$ cat src/rtl/ram_arbiter_16bit_if.sv
// ram_arbiter_16bit_if: requester, RAM and status signals shared by the arbiter and its clients.
interface ram_arbiter_16bit_if #(
  parameter int ADDR_W = 8,
  parameter int DATA_W = 16
);
  logic if_req, ls_req, ls_we, ld_req, ld_we;
  logic [ADDR_W-1:0] if_addr, ls_addr, ld_addr, ram_addr;
  logic [DATA_W-1:0] ls_wdata, ld_wdata, rdata, ram_wdata, ram_rdata;
  logic if_ack, ls_ack, ld_ack, ram_en, ram_we, busy;
  logic [1:0] gnt_id;
  modport slave (
    input  if_req, if_addr, ls_req, ls_we, ls_addr, ls_wdata, ld_req, ld_we, ld_addr, ld_wdata, ram_rdata,
    output if_ack, ls_ack, ld_ack, rdata, ram_en, ram_we, ram_addr, ram_wdata, busy, gnt_id
  );
  modport master (
    output if_req, if_addr, ls_req, ls_we, ls_addr, ls_wdata, ld_req, ld_we, ld_addr, ld_wdata, ram_rdata,
    input  if_ack, ls_ack, ld_ack, rdata, ram_en, ram_we, ram_addr, ram_wdata, busy, gnt_id
  );
endinterface

$ cat src/rtl/ram_arbiter_16bit.sv
// ram_arbiter_16bit: shares one single-port RAM between fetch, load/store and loader with a 4-state access FSM.
module ram_arbiter_16bit #(
  parameter int ADDR_W = 8,
  parameter int DATA_W = 16,
  parameter int RD_LAT = 1
) (
  input logic CLK,
  input logic rst,
  ram_arbiter_16bit_if.slave bus
);
  typedef enum logic [1:0] {IDLE, ISSUE, WAIT, ACK} state_t;
  state_t state, state_n;
  logic [1:0] win, cnt;
  logic we_q, rr_ptr, sel_we;
  logic [ADDR_W-1:0] sel_addr;
  logic [DATA_W-1:0] sel_wdata;
  // LD always wins; IF takes a tie only when rr_ptr points at it
  always_comb begin
    win = bus.ld_req ? 2'd3 : (bus.if_req && (!bus.ls_req || rr_ptr)) ? 2'd1 : bus.ls_req ? 2'd2 : 2'd0;
    sel_we = win == 2'd3 ? bus.ld_we : win == 2'd2 ? bus.ls_we : 1'b0;
    sel_addr = win == 2'd3 ? bus.ld_addr : win == 2'd2 ? bus.ls_addr : bus.if_addr;
    sel_wdata = win == 2'd3 ? bus.ld_wdata : win == 2'd2 ? bus.ls_wdata : '0;
    state_n = state == IDLE ? (win != 2'd0 ? ISSUE : IDLE) :
              state == ISSUE ? (we_q ? ACK : WAIT) :
              state == WAIT ? (cnt == 2'd1 ? ACK : WAIT) : IDLE;
  end
  // Outputs are registered from the next state so they line up with the state they describe
  always_ff @(posedge CLK or posedge rst) begin
    if (rst) begin
      state <= IDLE;
      cnt <= '0;
      we_q <= 1'b0;
      rr_ptr <= 1'b0;
      bus.if_ack <= 1'b0;
      bus.ls_ack <= 1'b0;
      bus.ld_ack <= 1'b0;
      bus.rdata <= '0;
      bus.ram_en <= 1'b0;
      bus.ram_we <= 1'b0;
      bus.ram_addr <= '0;
      bus.ram_wdata <= '0;
      bus.busy <= 1'b0;
      bus.gnt_id <= 2'd0;
    end else begin
      state <= state_n;
      cnt <= state == ISSUE ? 2'(RD_LAT) : cnt - 2'd1;
      bus.ram_en <= state_n == ISSUE;
      bus.ram_we <= state_n == ISSUE && sel_we;
      bus.busy <= state_n != IDLE;
      bus.gnt_id <= state_n == IDLE ? 2'd0 : state == IDLE ? win : bus.gnt_id;
      bus.if_ack <= state_n == ACK && bus.gnt_id == 2'd1;
      bus.ls_ack <= state_n == ACK && bus.gnt_id == 2'd2;
      bus.ld_ack <= state_n == ACK && bus.gnt_id == 2'd3;
      if (state == IDLE && win != 2'd0) begin
        we_q <= sel_we;
        bus.ram_addr <= sel_addr;
        bus.ram_wdata <= sel_wdata;
        rr_ptr <= win == 2'd3 ? rr_ptr : win == 2'd2;
      end
      if (state == WAIT && cnt == 2'd1) bus.rdata <= bus.ram_rdata;
    end
  end
endmodule

$ cat src/flat_wrapper.sv
// flat-port wrapper written by rule: the top's interface ports become plain ports
module ram_arbiter_16bit_flat 
#(
  parameter int ADDR_W = 8,
  parameter int DATA_W = 16,
  parameter int RD_LAT = 1
)
  (CLK, rst, bus_if_req, bus_if_addr, bus_ls_req, bus_ls_we, bus_ls_addr, bus_ls_wdata, bus_ld_req, bus_ld_we, bus_ld_addr, bus_ld_wdata, bus_ram_rdata, bus_if_ack, bus_ls_ack, bus_ld_ack, bus_rdata, bus_ram_en, bus_ram_we, bus_ram_addr, bus_ram_wdata, bus_busy, bus_gnt_id);
  ram_arbiter_16bit_if #(.ADDR_W(ADDR_W), .DATA_W(DATA_W)) bus_i ();
  input logic CLK;
  input logic rst;
  input wire logic [$bits(bus_i.if_req)-1:0] bus_if_req;
  input wire logic [$bits(bus_i.if_addr)-1:0] bus_if_addr;
  input wire logic [$bits(bus_i.ls_req)-1:0] bus_ls_req;
  input wire logic [$bits(bus_i.ls_we)-1:0] bus_ls_we;
  input wire logic [$bits(bus_i.ls_addr)-1:0] bus_ls_addr;
  input wire logic [$bits(bus_i.ls_wdata)-1:0] bus_ls_wdata;
  input wire logic [$bits(bus_i.ld_req)-1:0] bus_ld_req;
  input wire logic [$bits(bus_i.ld_we)-1:0] bus_ld_we;
  input wire logic [$bits(bus_i.ld_addr)-1:0] bus_ld_addr;
  input wire logic [$bits(bus_i.ld_wdata)-1:0] bus_ld_wdata;
  input wire logic [$bits(bus_i.ram_rdata)-1:0] bus_ram_rdata;
  output wire logic [$bits(bus_i.if_ack)-1:0] bus_if_ack;
  output wire logic [$bits(bus_i.ls_ack)-1:0] bus_ls_ack;
  output wire logic [$bits(bus_i.ld_ack)-1:0] bus_ld_ack;
  output wire logic [$bits(bus_i.rdata)-1:0] bus_rdata;
  output wire logic [$bits(bus_i.ram_en)-1:0] bus_ram_en;
  output wire logic [$bits(bus_i.ram_we)-1:0] bus_ram_we;
  output wire logic [$bits(bus_i.ram_addr)-1:0] bus_ram_addr;
  output wire logic [$bits(bus_i.ram_wdata)-1:0] bus_ram_wdata;
  output wire logic [$bits(bus_i.busy)-1:0] bus_busy;
  output wire logic [$bits(bus_i.gnt_id)-1:0] bus_gnt_id;
  assign bus_i.if_req = bus_if_req;
  assign bus_i.if_addr = bus_if_addr;
  assign bus_i.ls_req = bus_ls_req;
  assign bus_i.ls_we = bus_ls_we;
  assign bus_i.ls_addr = bus_ls_addr;
  assign bus_i.ls_wdata = bus_ls_wdata;
  assign bus_i.ld_req = bus_ld_req;
  assign bus_i.ld_we = bus_ld_we;
  assign bus_i.ld_addr = bus_ld_addr;
  assign bus_i.ld_wdata = bus_ld_wdata;
  assign bus_i.ram_rdata = bus_ram_rdata;
  assign bus_if_ack = bus_i.if_ack;
  assign bus_ls_ack = bus_i.ls_ack;
  assign bus_ld_ack = bus_i.ld_ack;
  assign bus_rdata = bus_i.rdata;
  assign bus_ram_en = bus_i.ram_en;
  assign bus_ram_we = bus_i.ram_we;
  assign bus_ram_addr = bus_i.ram_addr;
  assign bus_ram_wdata = bus_i.ram_wdata;
  assign bus_busy = bus_i.busy;
  assign bus_gnt_id = bus_i.gnt_id;
  ram_arbiter_16bit #(.ADDR_W(ADDR_W), .DATA_W(DATA_W), .RD_LAT(RD_LAT)) u_core (.CLK(CLK), .rst(rst), .bus(bus_i));
endmodule
$ cat config.mk
export PLATFORM = sky130hd
export DESIGN_NAME = ram_arbiter_16bit_flat
export DESIGN_NICKNAME = d
export VERILOG_FILES = /design/src/rtl/ram_arbiter_16bit_if.sv /design/src/rtl/ram_arbiter_16bit.sv /design/src/flat_wrapper.sv
export SDC_FILE = /design/constraint.sdc
export NUM_CORES = 1
export LEC_CHECK = 0
export BUFFER_PORTS_ARGS = -buffer_cell sky130_fd_sc_hd__buf_2
export CAP_MARGIN = 40
export CELL_PAD_IN_SITES_DETAIL_PLACEMENT = 1
export CELL_PAD_IN_SITES_GLOBAL_PLACEMENT = 1
export CORE_MARGIN = 5
export CORE_UTILIZATION = 36
export CTS_CLUSTER_DIAMETER = 100
export DETAILED_ROUTE_END_ITERATION = 8
export PLACE_DENSITY_LB_ADDON = 0.1
export REMOVE_ABC_BUFFERS = 1
export SYNTH_ARGS = -nofsm -noshare
export SYNTH_HDL_FRONTEND = slang
export SYNTH_SLANG_ARGS = --single-unit
$ cat constraint.sdc
create_clock -name CLK -period 3.1 [get_ports CLK]
set_input_delay 0.775 -clock CLK [delete_from_list [all_inputs] [get_ports CLK]]
set_output_delay 0.775 -clock CLK [all_outputs]
set_load 0.005 [all_outputs]
* Yosys cells after proc, flatten, opt, wreduce, memory -nomap -nowiden
Cells that the tools add are included.
Storage, ports and cells: register bits after elaboration 54, input port bits 79, output and inout bits 48, word-level logic and storage cells 59
Operators by class: $add $sub $neg 1, equality and inequality tests 10, multiplexer cells 18, bitwise operators 1, reductions and logical operators 15
Operator list (count):
- two-way mux 16 bit | 2
- two-way mux 2 bit | 9
- two-way mux 8 bit | 2
- == test 2 bit (second input constant) | 6
- == test 2 x 1 -> 1 bit (second input constant) | 4
- logical AND 1 bit | 7
- nonzero test 2 bit | 3
- two-way mux 1 bit | 5
- logical NOT 2 bit | 2
- AND reduction 2 bit | 1
- subtractor 2 x 1 -> 2 bit (second input constant) | 1
- logical NOT 1 bit | 1
- logical OR 1 bit | 1
- inverter 1 bit | 1

* Logic depth before layout (Yosys ltp)
depth after elaboration 10, gate-level depth with buffers 7, mapped depth without buffers 5

* Worst setup path after synthesis
No wires, ideal clock.
path kind input-to-reg, start point input bus_ld_req, end point register u_core.bus.ls_ack, setup time 0.146 ns, arrival 1.435 ns, data required time 2.954 ns, slack 1.519 ns, stages 4, buffers on the path 2, cells stage by stage o31ai_1 buf_4 buf_6 a211oi_1
On the way: cells in the longest elaborated chain, start to end 6
Ends and longest elaborated chain:
- from (decl) | line flat_wrapper.sv:18 | input wire logic [$bits(bus_i.ld_req)-1:0] bus_ld_req;
- two-way mux 2 bit | line ram_arbiter_16bit.sv:19 | win = bus.ld_req ? 2'd3 : (bus.if_req && (!bus.ls_req || rr_ptr)) ? 2'd1 : bus.ls_req ? 2'd2 : 2'd0;
- nonzero test 2 bit | line ram_arbiter_16bit.sv:23 | state_n = state == IDLE ? (win != 2'd0 ? ISSUE : IDLE) :
- two-way mux 1 bit | line ram_arbiter_16bit.sv:23
- two-way mux 2 bit | line ram_arbiter_16bit.sv:23
- == test 2 bit | line ram_arbiter_16bit.sv:52 | bus.ls_ack <= state_n == ACK && bus.gnt_id == 2'd2;
- logical AND 1 bit | line ram_arbiter_16bit.sv:52
- to (signal assigned) | line ram_arbiter_16bit.sv:35 | bus.ls_ack <= 1'b0;
- to (signal assigned) | line ram_arbiter_16bit.sv:52
- to (decl) | line ram_arbiter_16bit_if.sv:13 | output if_ack, ls_ack, ld_ack, rdata, ram_en, ram_we, ram_addr, ram_wdata, busy, gnt_id
Every way passes these cells. A chain may end at the register's enable or synchronous reset.

* Worst setup path in the final report
start point input bus_ls_req, end point register u_core.bus.ram_wdata[6]
On the way: cells in the longest elaborated chain, start to end 8, elaborated cells on any way between the ends 12, classes of those cells eq/ne: 2; mux: 5; reduce/logical: 5
Ends and longest elaborated chain:
- from (decl) | line flat_wrapper.sv:14 | input wire logic [$bits(bus_i.ls_req)-1:0] bus_ls_req;
- logical NOT 1 bit | line ram_arbiter_16bit.sv:19
- logical OR 1 bit | line ram_arbiter_16bit.sv:19
- logical AND 1 bit | line ram_arbiter_16bit.sv:19
- two-way mux 2 bit * (2 in a row) | line ram_arbiter_16bit.sv:19
- == test 2 bit | line ram_arbiter_16bit.sv:22 | sel_wdata = win == 2'd3 ? bus.ld_wdata : win == 2'd2 ? bus.ls_wdata : '0;
- two-way mux 16 bit (2 in a row) | line ram_arbiter_16bit.sv:22
- to (signal assigned) | line ram_arbiter_16bit.sv:57 | bus.ram_wdata <= sel_wdata;
- to (decl) | line ram_arbiter_16bit_if.sv:13
Mark *: on every way between the ends. The rest lies on a longest branch, timed or not.

==> flow_metrics.py <==
metrics = {
    "yosys": {
        "synth_common_cells": "sky130_fd_sc_hd__dfrtp_1 (54), sky130_fd_sc_hd__nand2_1 (23), sky130_fd_sc_hd__nor2b_1 (19)",
        "netlist_top_cells_area": "sky130_fd_sc_hd__dfrtp_1 (53%), sky130_fd_sc_hd__mux2_2 (7.1%), sky130_fd_sc_hd__a22oi_1 (4.8%)",
        "adder_cell_share_of_the_synthesized_area": 0.01979,
        "synth-compound-area-share": 0.1608,
        "yosys.area_share.xor_xnor": 0,
        "most_common_cell_in_the_netlist": "sky130_fd_sc_hd__dfrtp_1",
        "yosys_most_used_dff": "sky130_fd_sc_hd__dfrtp_1",
        "post_synth_edffs": 0,
        "muxShareOfSynthArea": 0.1029,
        "dominant_combinational_cell_family_by_area_after_synthesis": "compound AO/OA/AOI/OAI gates",
        "ys.warnings.count": 0,
        "synthArstFlopShare": 1.000,
        "synthDominantAreaCellType": "sky130_fd_sc_hd__dfrtp_1",
        "mean_instance_size_in_the_synthesized_netlist_um2": 11.09,
        "post_synth_inst_count": 228,
        "simple_gate_share_of_the_synthesized_area": 0.1291,
        "synth-seq-cells": 54,
        "synth_cell_type_count": 32,
        "share_of_synthesized_area_occupied_by_flip_flops_and_latches": 0.5344,
        "synth_largest_type_area_fraction": 0.5344,
        "syn-cell-area_mm2": 0.002529,
    },
    "pwr": {
        "power.ir.vdd_worst_mv": 0.3054,
        "static-leakage-power_nw": 1.684,
        "power_density_mw_per_mm2": 860.1,
        "fin_total_pwr_mw": 2.867,
    },
    "timing": {
        "period_needed_ns": 1.920,
        "worst_clock_skew_ns": 0.009578,
        "worstMarginPinSlew_ns": 0.8205,
        "hold_violations": 0,
        "final-setup-viol-count": 0,
        "final_max_slew_viol_count": 0,
        "rsz_0062_raised_after_global_routing": "false",
        "timing.fmax_mhz": 520.7,
        "holdWs_ns": 0.3802,
        "timing.slew.headroom": 0.4498,
        "finalCritPeriodShare": 0.6195,
    },
    "die": {
        "ioPinCount": 127,
        "placement_rows": 30,
        "die_area_mm2": 0.008800,
        "dieHeight_um": 93.81,
        "die_width_um": 93.81,
        "floorplan.initialDensity": 0.3701,
        "core_region_area_mm2": 0.006832,
    },
    "clock_network": {
        "clkTransAtPathRegs_ns": 0.10,
        "tritoncts_clock_tree": "built",
        "clock_tree.root_cell": "sky130_fd_sc_hd__clkbuf_8",
        "clk-insertion-delay-late_ns": 0.30,
        "cts_htree_levels": 2,
        "cts.path.max_buffers": 2,
        "cts_setup_buffers": 0,
        "cts_buffers": 5,
        "cts-hold-fix-buffers": 0,
        "clock_sinks": 54,
        "post_cts_repair_resize_count": 0,
    },
    "run": {
        "max_cap_viol_count": 0,
    },
    "drt": {
        "routedLengthMet1_um": 2790,
        "via_to_cell_ratio": 4.800,
        "final_antenna_net_count": 0,
        "route.detailed.drc": 0,
        "drt_iter0_markers": 42,
        "wl_met2_um": 3328,
        "drt_pre_antenna_iters": 4,
        "met3WireLength_um": 598,
        "routed.top_layer": "met4",
        "routed-via-count": 2155,
        "drt-wirelength-per-cell_um": 15.06,
        "wl_um": 6762,
    },
    "setup_path": {
        "crit_fanout": 13,
        "reg2reg_path_depth": 5,
        "worstSetupStartpointType": "input pin",
        "cp.arrival_ns": 2.15,
        "timing.critical_path.to_type": "flop",
        "worst-endpoint-required_ns": 3.33,
        "worstSetupPathType": "input pin to flop",
    },
    "layout": {
        "layout.area.seq_mm2": 0.001351,
        "fraction_of_final_layout_cells_with_drive_strength_greater_than_1": 0.4561,
        "filler_cells": 836,
        "insertedDiodeCount": 0,
        "fin_nets": 435,
        "multi_input_comb_area_mm2": 0.001057,
        "synthToLayoutAreaGrowth_pct": 31.82,
    },
    "worst_hold_path": {
        "min_path_type": "input pin to asynchronous set/reset pin",
    },
    "global_route": {
        "global_route.usage.total": 0.1576,
        "first_global_vias": 2352,
        "gr-total-overflow": 0,
        "grt_start_max_net_pins": 48,
        "grt_pass1_wl_um": 11100,
        "grt_antenna_before_repair": 0,
    },
    "place": {
        "placement.io_buffers": 126,
        "place.gp.congestion": 0.7326,
        "hpwl_um": 5257,
    },
    "outcome": {
        "outcome": "completed",
    },
}
## metal layers
metal	up-vias	GRT usage
met5	-	0
met4	0	0.03610
met3	4	0.04968
met2	78	0.2744
met1	1024	0.1892
li1	1049	-
## cell families (layout without fill, tap and decap cells)
kind of cell | count (synthesis) | count (layout)
flops | 54 | 54
buf+inv | 20 | 145
simple gates | 62 | 62
fa+ha+maj | 4 | 4
compound gates | 64 | 64
mux | 24 | 24
## path summary, 6_finish.rpt
kind | from | endpoint | slack, ns
worst min register to register | u_core.cnt[0] | u_core.cnt[0] | 0.47
min in group CLK | u_core.cnt[0] | u_core.cnt[0] | 0.47
worst max-delay path | bus_ls_req | u_core.bus.ram_wdata[6] | 1.18
worst max register to register | u_core.state[1] | u_core.bus.ls_ack | 1.29
worst min-delay path | rst | u_core.bus.rdata[5] | 0.38
max in group asynchronous | rst | u_core.bus.ram_wdata[12] | 2.10
## where the power goes
group / switching, mW / internal, mW
Clock: 0.232 / 0.241
Combinational: 0.623 / 0.582
Sequential: 0.161 / 1.03
## per-stage QoR
| stage | cell area, um2 | setup WS, ns | std cells | utilization | setup TNS, ns |
|---|---|---|---|---|---|
| floorplan | 2414 | -0.7324 | 213 | - | -18.86 |
| global route | 3333 | 1.001 | 449 | 0.4879 | 0 |
| CTS | 3333 | 1.165 | 449 | 0.4879 | 0 |
| detailed placement | 3223 | 0.8398 | 441 | 0.4718 | 0 |
| global placement | 3223 | 0.8758 | 441 | 0.4718 | 0 |
| finish | 3333 | 1.180 | 449 | 0.4879 | 0 |
## critical path: stages
cell	delay, ns
sky130_fd_sc_hd__buf_2	0.14
sky130_fd_sc_hd__a21boi_2	0.67
sky130_fd_sc_hd__buf_4	0.30
sky130_fd_sc_hd__a22oi_1	0.08
sky130_fd_sc_hd__o21ai_0	0.17
## state kept, by name (all words and copies together), names as in the netlist, 2 cells and up
signal	count
u_core.state	2
u_core.bus.rdata	16
u_core.bus.gnt_id	2
u_core.cnt	2
u_core.bus.ram_addr	8
u_core.bus.ram_wdata	16
## final cells by class
| class | instances | share of cell area |
|---|---|---|
| clock inverters | 2 | 0.01126 |
| inverters | 5 | 0.005631 |
| multi-input cells | 154 | 0.3172 |
| well taps | 96 | 0.03604 |
| repair buffers | 132 | 0.2027 |
| clock buffers | 6 | 0.02177 |
| flip-flops and latches | 54 | 0.4054 |
## placed cells by master, fill, tap and decap left out, types with 2 or more instances in the layout
| master | n |
|---|---|
| sky130_fd_sc_hd__mux2_2 | 16 |
| sky130_fd_sc_hd__a211oi_2 | 2 |
| sky130_fd_sc_hd__nand2b_1 | 4 |
| sky130_fd_sc_hd__a21oi_1 | 13 |
| sky130_fd_sc_hd__mux2i_1 | 8 |
| sky130_fd_sc_hd__a22oi_1 | 16 |
| sky130_fd_sc_hd__ha_1 | 4 |
| sky130_fd_sc_hd__buf_4 | 6 |
| sky130_fd_sc_hd__o21ai_0 | 14 |
| sky130_fd_sc_hd__nand2_1 | 23 |
| sky130_fd_sc_hd__dfrtp_1 | 54 |
| sky130_fd_sc_hd__clkbuf_8 | 5 |
| sky130_fd_sc_hd__inv_1 | 4 |
| sky130_fd_sc_hd__and3_1 | 7 |
| sky130_fd_sc_hd__nor2_1 | 2 |
| sky130_fd_sc_hd__o21ai_1 | 11 |
| sky130_fd_sc_hd__buf_2 | 126 |
| sky130_fd_sc_hd__nor2b_1 | 19 |
| sky130_fd_sc_hd__nor3_1 | 2 |
Note: power is estimated with default switching activity, not from simulation.
